--- src/rtl/seg_scan_driver.sv ---
// Multiplexed seven-segment scan driver: time-slices one segment bus across
// NUM_DIGITS active-low anodes, with ghosting guard, blanking, blinking and frame-synchronous word updates.
module seg_scan_driver #(
  parameter int NUM_DIGITS   = 4,
  parameter int SEG_W        = 7,
  parameter int CLK_DIV      = 100000,
  parameter int GUARD        = 2,
  parameter int BLINK_FRAMES = 64
) (
  input  logic                        clk,
  input  logic                        rst,
  input  logic [NUM_DIGITS*SEG_W-1:0] word_in,
  input  logic                        load,
  input  logic [NUM_DIGITS-1:0]       blank_mask,
  input  logic [NUM_DIGITS-1:0]       blink_mask,
  input  logic                        blink_en,
  output logic [SEG_W-1:0]            seg_out,
  output logic [NUM_DIGITS-1:0]       anode,
  output logic                        pending
);

  localparam int PW = $clog2(CLK_DIV);
  localparam int IW = $clog2(NUM_DIGITS);
  localparam int FW = (BLINK_FRAMES > 1) ? $clog2(BLINK_FRAMES) : 1;
  localparam logic [PW-1:0] PRESC_MAX = PW'(CLK_DIV - 1);
  localparam logic [PW-1:0] GUARD_END = PW'(GUARD);
  localparam logic [IW-1:0] IDX_MAX   = IW'(NUM_DIGITS - 1);
  localparam logic [FW-1:0] FRAME_MAX = FW'(BLINK_FRAMES - 1);

  logic [PW-1:0]               r_presc;
  logic [IW-1:0]               r_idx;
  logic [FW-1:0]               r_frame_cnt;
  logic                        r_blink_phase;
  logic [NUM_DIGITS*SEG_W-1:0] r_active;
  logic [NUM_DIGITS*SEG_W-1:0] r_pend_word;
  logic                        r_pending;
  logic [SEG_W-1:0]            r_seg_out;
  logic [NUM_DIGITS-1:0]       r_anode;

  logic                        w_tick;
  logic                        w_frame;
  logic                        w_dark;
  logic [NUM_DIGITS-1:0]       w_anode_next;
  logic [SEG_W-1:0]            w_digits [NUM_DIGITS];

  assign w_tick  = (r_presc == PRESC_MAX);
  assign w_frame = w_tick && (r_idx == IDX_MAX);

  // Digit 0 occupies the most significant SEG_W bits of the word.
  for (genvar gi = 0; gi < NUM_DIGITS; gi++) begin : g_digit
    assign w_digits[gi] = r_active[(NUM_DIGITS-gi)*SEG_W-1 -: SEG_W];
  end

  always_ff @(posedge clk) begin
    if (rst) begin
      r_presc       <= '0;
      r_idx         <= '0;
      r_frame_cnt   <= '0;
      r_blink_phase <= 1'b0;
    end else begin
      r_presc <= w_tick ? '0 : r_presc + 1'b1;
      if (w_tick) begin
        r_idx <= (r_idx == IDX_MAX) ? '0 : r_idx + 1'b1;
      end
      if (w_frame) begin
        if (r_frame_cnt == FRAME_MAX) begin
          r_frame_cnt   <= '0;
          r_blink_phase <= ~r_blink_phase;
        end else begin
          r_frame_cnt <= r_frame_cnt + 1'b1;
        end
      end
    end
  end

  // Words only reach the display at a frame boundary; a load landing exactly
  // on the boundary bypasses the pending register.
  always_ff @(posedge clk) begin
    if (rst) begin
      r_active    <= '1;
      r_pend_word <= '1;
      r_pending   <= 1'b0;
    end else if (w_frame) begin
      if (load) begin
        r_active  <= word_in;
        r_pending <= 1'b0;
      end else if (r_pending) begin
        r_active  <= r_pend_word;
        r_pending <= 1'b0;
      end
    end else if (load) begin
      r_pend_word <= word_in;
      r_pending   <= 1'b1;
    end
  end

  assign w_dark = blank_mask[r_idx] | (blink_en & blink_mask[r_idx] & r_blink_phase);

  always_comb begin
    w_anode_next = '1;
    if ((r_presc >= GUARD_END) && !w_dark) begin
      w_anode_next[r_idx] = 1'b0;
    end
  end

  always_ff @(posedge clk) begin
    if (rst) begin
      r_seg_out <= '1;
      r_anode   <= '1;
    end else begin
      r_seg_out <= w_digits[r_idx];
      r_anode   <= w_anode_next;
    end
  end

  assign seg_out = r_seg_out;
  assign anode   = r_anode;
  assign pending = r_pending;

endmodule

--- config.mk ---
export PLATFORM = sky130hd
export DESIGN_NAME = seg_scan_driver
export DESIGN_NICKNAME = d
export VERILOG_FILES = /design/src/rtl/seg_scan_driver.sv
export SDC_FILE = /design/constraint.sdc
export NUM_CORES = 1
export LEC_CHECK = 0
export BUFFER_PORTS_ARGS = -buffer_cell sky130_fd_sc_hd__buf_2
export CORE_ASPECT_RATIO = 0.6
export CORE_MARGIN = 3
export CORE_UTILIZATION = 30
export CTS_CLUSTER_SIZE = 12
export DETAILED_ROUTE_END_ITERATION = 8
export SYNTH_ARGS = -nofsm -noshare
export SYNTH_HDL_FRONTEND = slang
export SYNTH_SLANG_ARGS = --single-unit
--- constraint.sdc ---
create_clock -name clk -period 2.8 [get_ports clk]
set_input_delay 0.28 -clock clk [delete_from_list [all_inputs] [get_ports clk]]
set_output_delay 0.28 -clock clk [all_outputs]
set_load 0.005 [all_outputs]
### Word level (Yosys, flattened, before mapping)

Cells that the tools add are included.

| cells by class | value |
|---|---|
| add/sub/neg operators | 3 |
| $mul | 0 |
| div/mod/pow operators | 0 |
| $lt $le $gt $ge | 4 |
| equal/unequal tests | 3 |
| shifts and indexed selects | 0 |
| mux-type cells | 13 |
| bitwise gates (word level) | 8 |
| reductions and logical operators | 11 |

Operator list:

| operator | count |
|---|---|
| two-way mux 28 bit | 2 |
| adder 17 x 1 -> 17 bit (second input constant) | 1 |
| equality test 17 bit (second input constant) | 1 |
| >= comparator 17 x 2 -> 1 bit (second input constant) | 1 |
| binary-select mux 7 bit (select 2 bit) | 1 |
| two-way mux 7 bit | 2 |
| adder 6 x 1 -> 6 bit (second input constant) | 1 |
| equality test 6 bit (second input constant) | 1 |
| two-way mux 6 bit | 1 |
| AND reduction 2 bit | 3 |
| OR reduction 2 bit | 3 |
| binary-select mux 1 bit (select 2 bit) | 2 |
| inverter 4 bit | 1 |
| >= comparator 3 bit (second input constant) | 1 |
| logical AND 1 bit | 3 |
| < comparator 2 x 3 -> 1 bit (second input constant) | 1 |
| two-way mux 1 bit | 3 |
| inverter 1 bit | 3 |
| inverter 2 -> 3 bit | 1 |
| adder 2 x 1 -> 2 bit (second input constant) | 1 |
| bitwise AND 1 bit | 2 |
| demux 1 bit (select 2 bit) | 1 |
| equality test 2 bit (second input constant) | 1 |
| >= comparator 2 x 1 -> 1 bit (second input constant) | 1 |
| 4 further kinds | 4 |

| word-level totals | value |
|---|---|
| register bits after elaboration | 94 |
| bits in latches | 0 |
| RAM bits | 0 |
| ROM bits | 0 |
| output and inout bits | 12 |
| logic and storage cells | 51 |
| memories | 0 |

### Depth between registers and ports, before layout

Gate-level depths: netlist (run 1).

| depth | value |
|---|---|
| depth in word-level cells | 9 |
| depth in mapped cells | 9 |
| mapped depth without buffers | 6 |

### Least setup slack after synthesis (run 1)

Ideal clock, no wire load.

| timing path | value |
|---|---|
| kind | register -> register |
| start | register r_presc[1] |
| end | register r_active[25] |
| arrival time | 2.170 ns |
| data required time | 2.663 ns |
| setup slack | 0.493 ns |
| stages on the path, launching flop included | 10 |
| path buffers | 4 |
| clock period less this slack | 2.307 ns |
| cells stage by stage | dfxtp_1 -> ha_1 -> clkbuf_1 -> nand2_1 -> or4_1 -> clkbuf_1 -> clkbuf_1 -> clkbuf_1 -> nor4_1 -> o21ai_0 |

| on the way | value |
|---|---|
| cells in the longest elaborated chain, start to end | 3 |

RTL lines:

| what | line | RTL |
|---|---|---|
| start, declared | 30 | `logic [PW-1:0] r_presc;` |
| start signal, assigned | 61 | `r_presc <= w_tick ? '0 : r_presc + 1'b1;` |
| equality test 17 bit | 46 | `assign w_tick = (r_presc == PRESC_MAX);` |
| logical AND 1 bit | 47 | `assign w_frame = w_tick && (r_idx == IDX_MAX);` |
| AND reduction 2 bit (no line) | - |  |
| end signal, assigned | 85 | `r_active <= word_in;` |
| end signal, assigned | 88 | `r_active <= r_pend_word;` |
| end, declared | 34 | `logic [NUM_DIGITS*SEG_W-1:0] r_active;` |

Every way passes these cells.
A chain may end at the register's enable or synchronous reset.

### Worst setup path in the final report (run 1)

| timing path | value |
|---|---|
| start | register r_presc[0] |
| end | register r_active[17] |

The elaborated chain is that of the path after synthesis.

==> results by group, run 1 <==
Logic synthesis
  • Post-synthesis cell type count: 37
  • Post-synth top flop: dfxtp_1
  • Post-synth EDFFs: 0
  • Net Count, Synth: 570
  • Post-synthesis mux area share: 4.50%
  • Seq/Total Area, Yosys: 41.8%
  • Leading area contributor after synthesis: dfxtp_1
  • Largest family of logic cells by synthesized area: compound AO/OA/AOI/OAI gates
  • Synth Instances: roughly 520
  • Post-synthesis xor/xnor area fraction: 2.92%
  • Synth top area cells: dfxtp_1 42%, o211ai_1 8.2%, o21ai_0 6.7%
  • Async SR Flop Fraction: 0%
  • Synth Area in Adders: 1.94%
  • Compound-gate portion of the synthesized area: 24.3%
  • Share of the synthesized area in the top cell type: 41.8%
  • Mapped Avg Cell Area: 8.61 um^2
  • Synthesized area: roughly 0.0045 mm^2
  • Synth warn: 0
  • Synthesized flop and latch total: 94
  • Post-synthesis simple-gate area fraction: 16.5%

Global route
  • Met3 Resource Use GR: 4.27%
  • Largest net degree at the start of global routing: 43
  • GR Util met2: between 20% and 30%
  • Total Routing Usage GR: 14.7%
  • Initial antenna violation count: 0
  • Vias in the first global route: 3,734
  • First-pass GRT wire length: approximately 19,000 um
  • GRT overflow: 0
  • Grt met1 use: a little over a fifth
  • Global-route layer with the greatest usage: met1

Place
  • Placed cells: 730
  • Port buffer count: 51
  • DP Area: 0.00492 mm^2
  • Gpl congestion: 0.848
  • DP HPWL: 8340 um

Job
  • MaxCap Viol Count: 0

STA
  • Setup TNS: 0 ns
  • Slew margin rel.: between 20% and 30%
  • Worst slew pin tran: 1.17 ns
  • Final Max Slew Viols: 0
  • F_max: 383 MHz
  • Final setup viols: 0
  • Final critical-path required period: 2.61 ns
  • Final Hold Fails: 0
  • Clock Skews: around 0.0092 ns
  • RSZ-0062 raised after global routing: no
  • Period utilization: 93.2%
  • Hold Slack: ~0.22 ns

Pwr
  • Sequential power share: 46.2%
  • Psw: 0.000659 W
  • Gate power share: 6.6%
  • Worst VDD drop: 270 uV
  • Internal Pwr Total: 0.00234 W
  • Clock share of power: 47.3%
  • P per Cell Area: 569 mW/mm^2
  • Net Sw Frac: 22.0%
  • Tot Pwr: 0.00300 W
  • Leakage: 1.94 nW

Clock network
  • Post-CTS setup buffers: 0
  • Clk sinks: 94
  • # resized after CTS: 0
  • H-tree Lvls: 3
  • Clock slew seen by the registers of the worst setup and hold paths: approximately 0.070 ns
  • Root Buffer: clkbuf_16
  • Clock Path Buffers: 2
  • Clk Latency, worst-skew pair: ~0.35 ns
  • CTS Buf Count: 9
  • CTS tree: yes
  • Cts hold-fix bufs: 0

Final layout
  • # nets final: 596
  • Commonest non-fill, non-tap cell in the layout: dfxtp_1
  • Share of post-route cells with drive strength above 1: 21.5%
  • Layout fillers: about 1,400
  • Non-Filler Instances: 746
  • N_diodes: 0
  • Synth-to-Final Area Change: 17.1%
  • Finished Cell Area: 0.00527 mm^2
  • Most frequent cells in the layout: 94 x dfxtp_1, 60 x o21ai_0, 51 x buf_2, 49 x o211ai_1, 38 x nand2_1

Detailed routing
  • Post-DR wirelength/cell: 16.1 um
  • Routed wire length: 12,000 um
  • 1st-iter DRT viols: about 330
  • TritonRoute pass-1 iters: 5
  • Remaining antenna violation count after routing: 0
  • DR vias/cell: 5.47
  • DRC Markers: 0
  • Routed vias: 4,084

Min path
  • Hold crit path type: input port to flop

Floorplanning
  • Die area: 0.0166 mm^2
  • # rows: 33
  • Die H: between 100 and 150 um
  • Die W: 164 um
  • Starting Density: 31.8%
  • Core area: ~0.014 mm^2
  • Ports: 52

Setup path
  • Crit start category: flop
  • Worst EP arrival: approximately 2.8 ns
  • Critical path endpoint category: flop
  • Crit-path max FO: 31
  • WS Path Type: flop to flop
  • Worst path required time: 3.01 ns

Outcome
  • Outcome: finished, final reports clean
critical path: stages (launching register included):
cell and delay, ns:
dfxtp_1 0.44, ha_1 0.21, nand2_1 0.10, or4_2 0.97, buf_4 0.27, nor4_1 0.31, o21ai_0 0.16
logic make-up (layout without fill, tap and decap cells):
| kind of cell | after synthesis | count (layout) |
|---|---|---|
| and+or+nand+nor | 142 | 142 |
| muxes | 9 | 9 |
| AOI/OAI and AO/OA | 167 | 167 |
| buffers and inverters | 89 | 120 |
| adders and majority gates | 7 | 7 |
| DFF | 94 | 94 |
| xor gates and xnor gates | 15 | 15 |
cell type report:
type	instances	area [um^2]	area share, %
inverter	35	131	2.49
clock inverter	6	109	2.07
timing repair buffer	69	390	7.41
clock buffer	10	239	4.53
tap	192	240	4.56
sequential	94	1880	35.7
multi-input combinational	340	2280	43.2
stage by stage:
stage | worst slack [ns] | utilization [%]
after floorplan | 0.493 | -
after global placement | 0.305 | 34.8
after detailed placement | 0.247 | 34.8
after CTS | 0.206 | 37.2
after global routing | 0.0249 | 37.2
final | 0.192 | 37.2
worst paths after layout:
check                                  endpoint  slack, ns  cells after the start             from
worst max-delay path               r_active[17]       0.19                      6       r_presc[0]
worst min-delay path            r_pend_word[16]       0.22                      3      word_in[16]
worst max register to register     r_active[17]       0.19                      6       r_presc[0]
worst min register to register  r_pend_word[27]       0.49                      2  r_pend_word[27]
power by group through the flow:
stage | Combinational (W) | Clock [W] | Sequential, W
floorplan | 0.000129 | 0 | 0.00141
global placement | 0.000192 | 0 | 0.00141
detailed placement | 0.000195 | 0 | 0.00142
CTS | 0.000196 | 0.00145 | 0.00139
global route | 0.000221 | 0.00151 | 0.00139
finish | 0.000197 | 0.00142 | 0.00139
synthesized netlist by cell type (3+ instances only):
master,instances
nor2_1,24
inv_1,34
nor4_1,37
o211ai_1,49
or4_1,6
dfxtp_1,94
nor3_1,3
a21oi_1,8
nand2_1,38
o211ai_2,7
o21ai_0,60
mux4_2,9
xor2_1,4
ha_1,7
xnor2_1,11
nand3_1,10
or2_2,8
o31ai_1,3
clkbuf_1,42
a31oi_1,29
buf_2,8
nand4_1,8
per-layer routing:
layer	part of all wire (%)	vias to the layer above
li1	-	1989
met1	49	1924
met2	42	158
met3	8.5	13
met4	0.88	0
met5	0	-
registers in the layout, indices dropped and copies added, names as in the netlist:
signal / cells
anode: 4
pending: 1
seg_out: 7
r_idx: 2
r_frame_cnt: 6
r_active: 28
r_pend_word: 28
r_presc: 17
r_blink_phase: 1
Power figures use the tool's default switching activity.
==> inputs of run 2 (changes only) <==
==> constraint.sdc (replaced) <==
create_clock -name clk -period 3.3 [get_ports clk]
set_input_delay 0.33 -clock clk [delete_from_list [all_inputs] [get_ports clk]]
set_output_delay 0.33 -clock clk [all_outputs]
set_load 0.005 [all_outputs]
==> results by group, run 2 (same netlist as run 1, synthesis figures left out) <==
Final layout
  • Share of post-route cells with drive strength above 1: ~20%
  • Finished Cell Area: between 0.005 and 0.006 mm^2
  • N_diodes: 0
  • Most frequent cells in the layout: 94 x dfxtp_1, 60 x o21ai_0, 51 x buf_2, 49 x o211ai_1, 38 x nand2_1
  • Fin util: a little over a third
  • Commonest non-fill, non-tap cell in the layout: dfxtp_1
  • Regs by FF count: r_active x28, r_pend_word x28, r_presc x17
  • Synth-to-Final Area Change: 14.9%
  • # nets final: 591

STA
  • Final critical-path required period: 2.84 ns
  • Period utilization: 86.1%
  • Worst slew pin tran: roughly 1.2 ns
  • Hold Slack: 0.277 ns
  • Slew margin rel.: roughly 18%
  • RSZ-0062 raised after global routing: no
  • Setup TNS: 0 ns
  • F_max: roughly 350 MHz
  • Final Hold Fails: 0
  • Clock Skews: 0.00614 ns
  • Final setup viols: 0
  • Final Max Slew Viols: 0

Place
  • Port buffer count: 51
  • DP Area: 0.00489 mm^2
  • Gpl congestion: approximately 0.9
  • DP HPWL: 8500 um

Floorplanning
  • Die H: 101 um
  • Die W: 164 um
  • Core area: 0.0142 mm^2
  • # rows: 33
  • Ports: 52
  • Die area: between 0.015 and 0.02 mm^2
  • Starting Density: between 30% and 40%

Detailed routing
  • TritonRoute pass-1 iters: 5
  • DR vias/cell: 5.49
  • Routed vias: 4,062
  • Post-DR wirelength/cell: 16.9 um
  • DRC Markers: 0
  • Routed wire length: 12,500 um
  • Remaining antenna violation count after routing: 0
  • 1st-iter DRT viols: ~440

Setup path
  • WS Path Type: flop to flop
  • Crit-path max FO: 30
  • Crit start category: flop
  • R2r setup slk: 0.46 ns
  • Critical path endpoint category: flop
  • Worst EP arrival: 3.04 ns
  • Worst path required time: 3.50 ns

Pwr
  • Leakage: roughly 1.9 nW
  • P per Cell Area: 458 mW/mm^2
  • Worst VDD drop: 203 uV
  • Tot Pwr: 0.00237 W

Global route
  • Total Routing Usage GR: between 10% and 20%
  • First-pass GRT wire length: between 15,000 and 20,000 um
  • Largest net degree at the start of global routing: 43
  • Vias in the first global route: 3,672
  • GRT overflow: 0
  • Initial antenna violation count: 0

Min path
  • Hold crit path type: input port to flop

Outcome
  • Outcome: finished, final reports clean

Clock network
  • Post-CTS setup buffers: 0
  • Clk Latency, worst-skew pair: 0.34 ns
  • CTS Buf Count: 9
  • Clk sinks: 94
  • # resized after CTS: 0
  • Clock Path Buffers: 2
  • Root Buffer: clkbuf_16
  • Cts hold-fix bufs: 0
  • Clock slew seen by the registers of the worst setup and hold paths: 0.06 ns
  • CTS tree: yes
  • H-tree Lvls: 3

Job
  • MaxCap Viol Count: 0
## run 2: routing by layer
metal,routed length [um],vias up,GRT usage (%)
li1,-,1967,-
met1,6280,1945,22.6
met2,5240,142,21.4
met3,873,8,3.90
met4,91,0,2.99
met5,0,-,0
## run 2: power by group
group          internal [W]  leakage (nW)  switching (W)  total (W)
clock              0.000601         0.141       0.000423    0.00102
combinational     0.0000662         0.977       0.000102   0.000168
sequential          0.00116         0.768      0.0000132    0.00118
## run 2: cell type report
type,instances,area [um^2]
fill,1456,8990
multi-input combinational,340,2280
sequential,94,1880
timing repair buffer,64,353
clock buffer,11,243
tap,192,240
inverter,35,131
clock inverter,4,47.5
## run 2: path summary, 6_finish.rpt
check                       start               to  depth (start not counted)
hold / removal        word_in[18]  r_pend_word[18]                          3
hold reg to reg   r_pend_word[14]  r_pend_word[14]                          2
setup reg to reg       r_presc[1]      r_active[2]                          6
setup / recovery       r_presc[1]      r_active[2]                          6
## run 2: stage by stage
| step | cells | setup slack [ns] |
|---|---|---|
| CTS | 740 | 0.587 |
| finish | 740 | 0.460 |
| floorplan | 523 | 0.993 |
| global placement | 725 | 0.690 |
| global route | 740 | 0.319 |
| detailed placement | 725 | 0.600 |
## run 2: critical path, stage by stage (launching register included)
cell and delay [ns]:
dfxtp_1 0.47, ha_1 0.37, nand2_1 0.15, or4_2 0.82, buf_4 0.32, nor4_1 0.44
o21ai_0 0.14
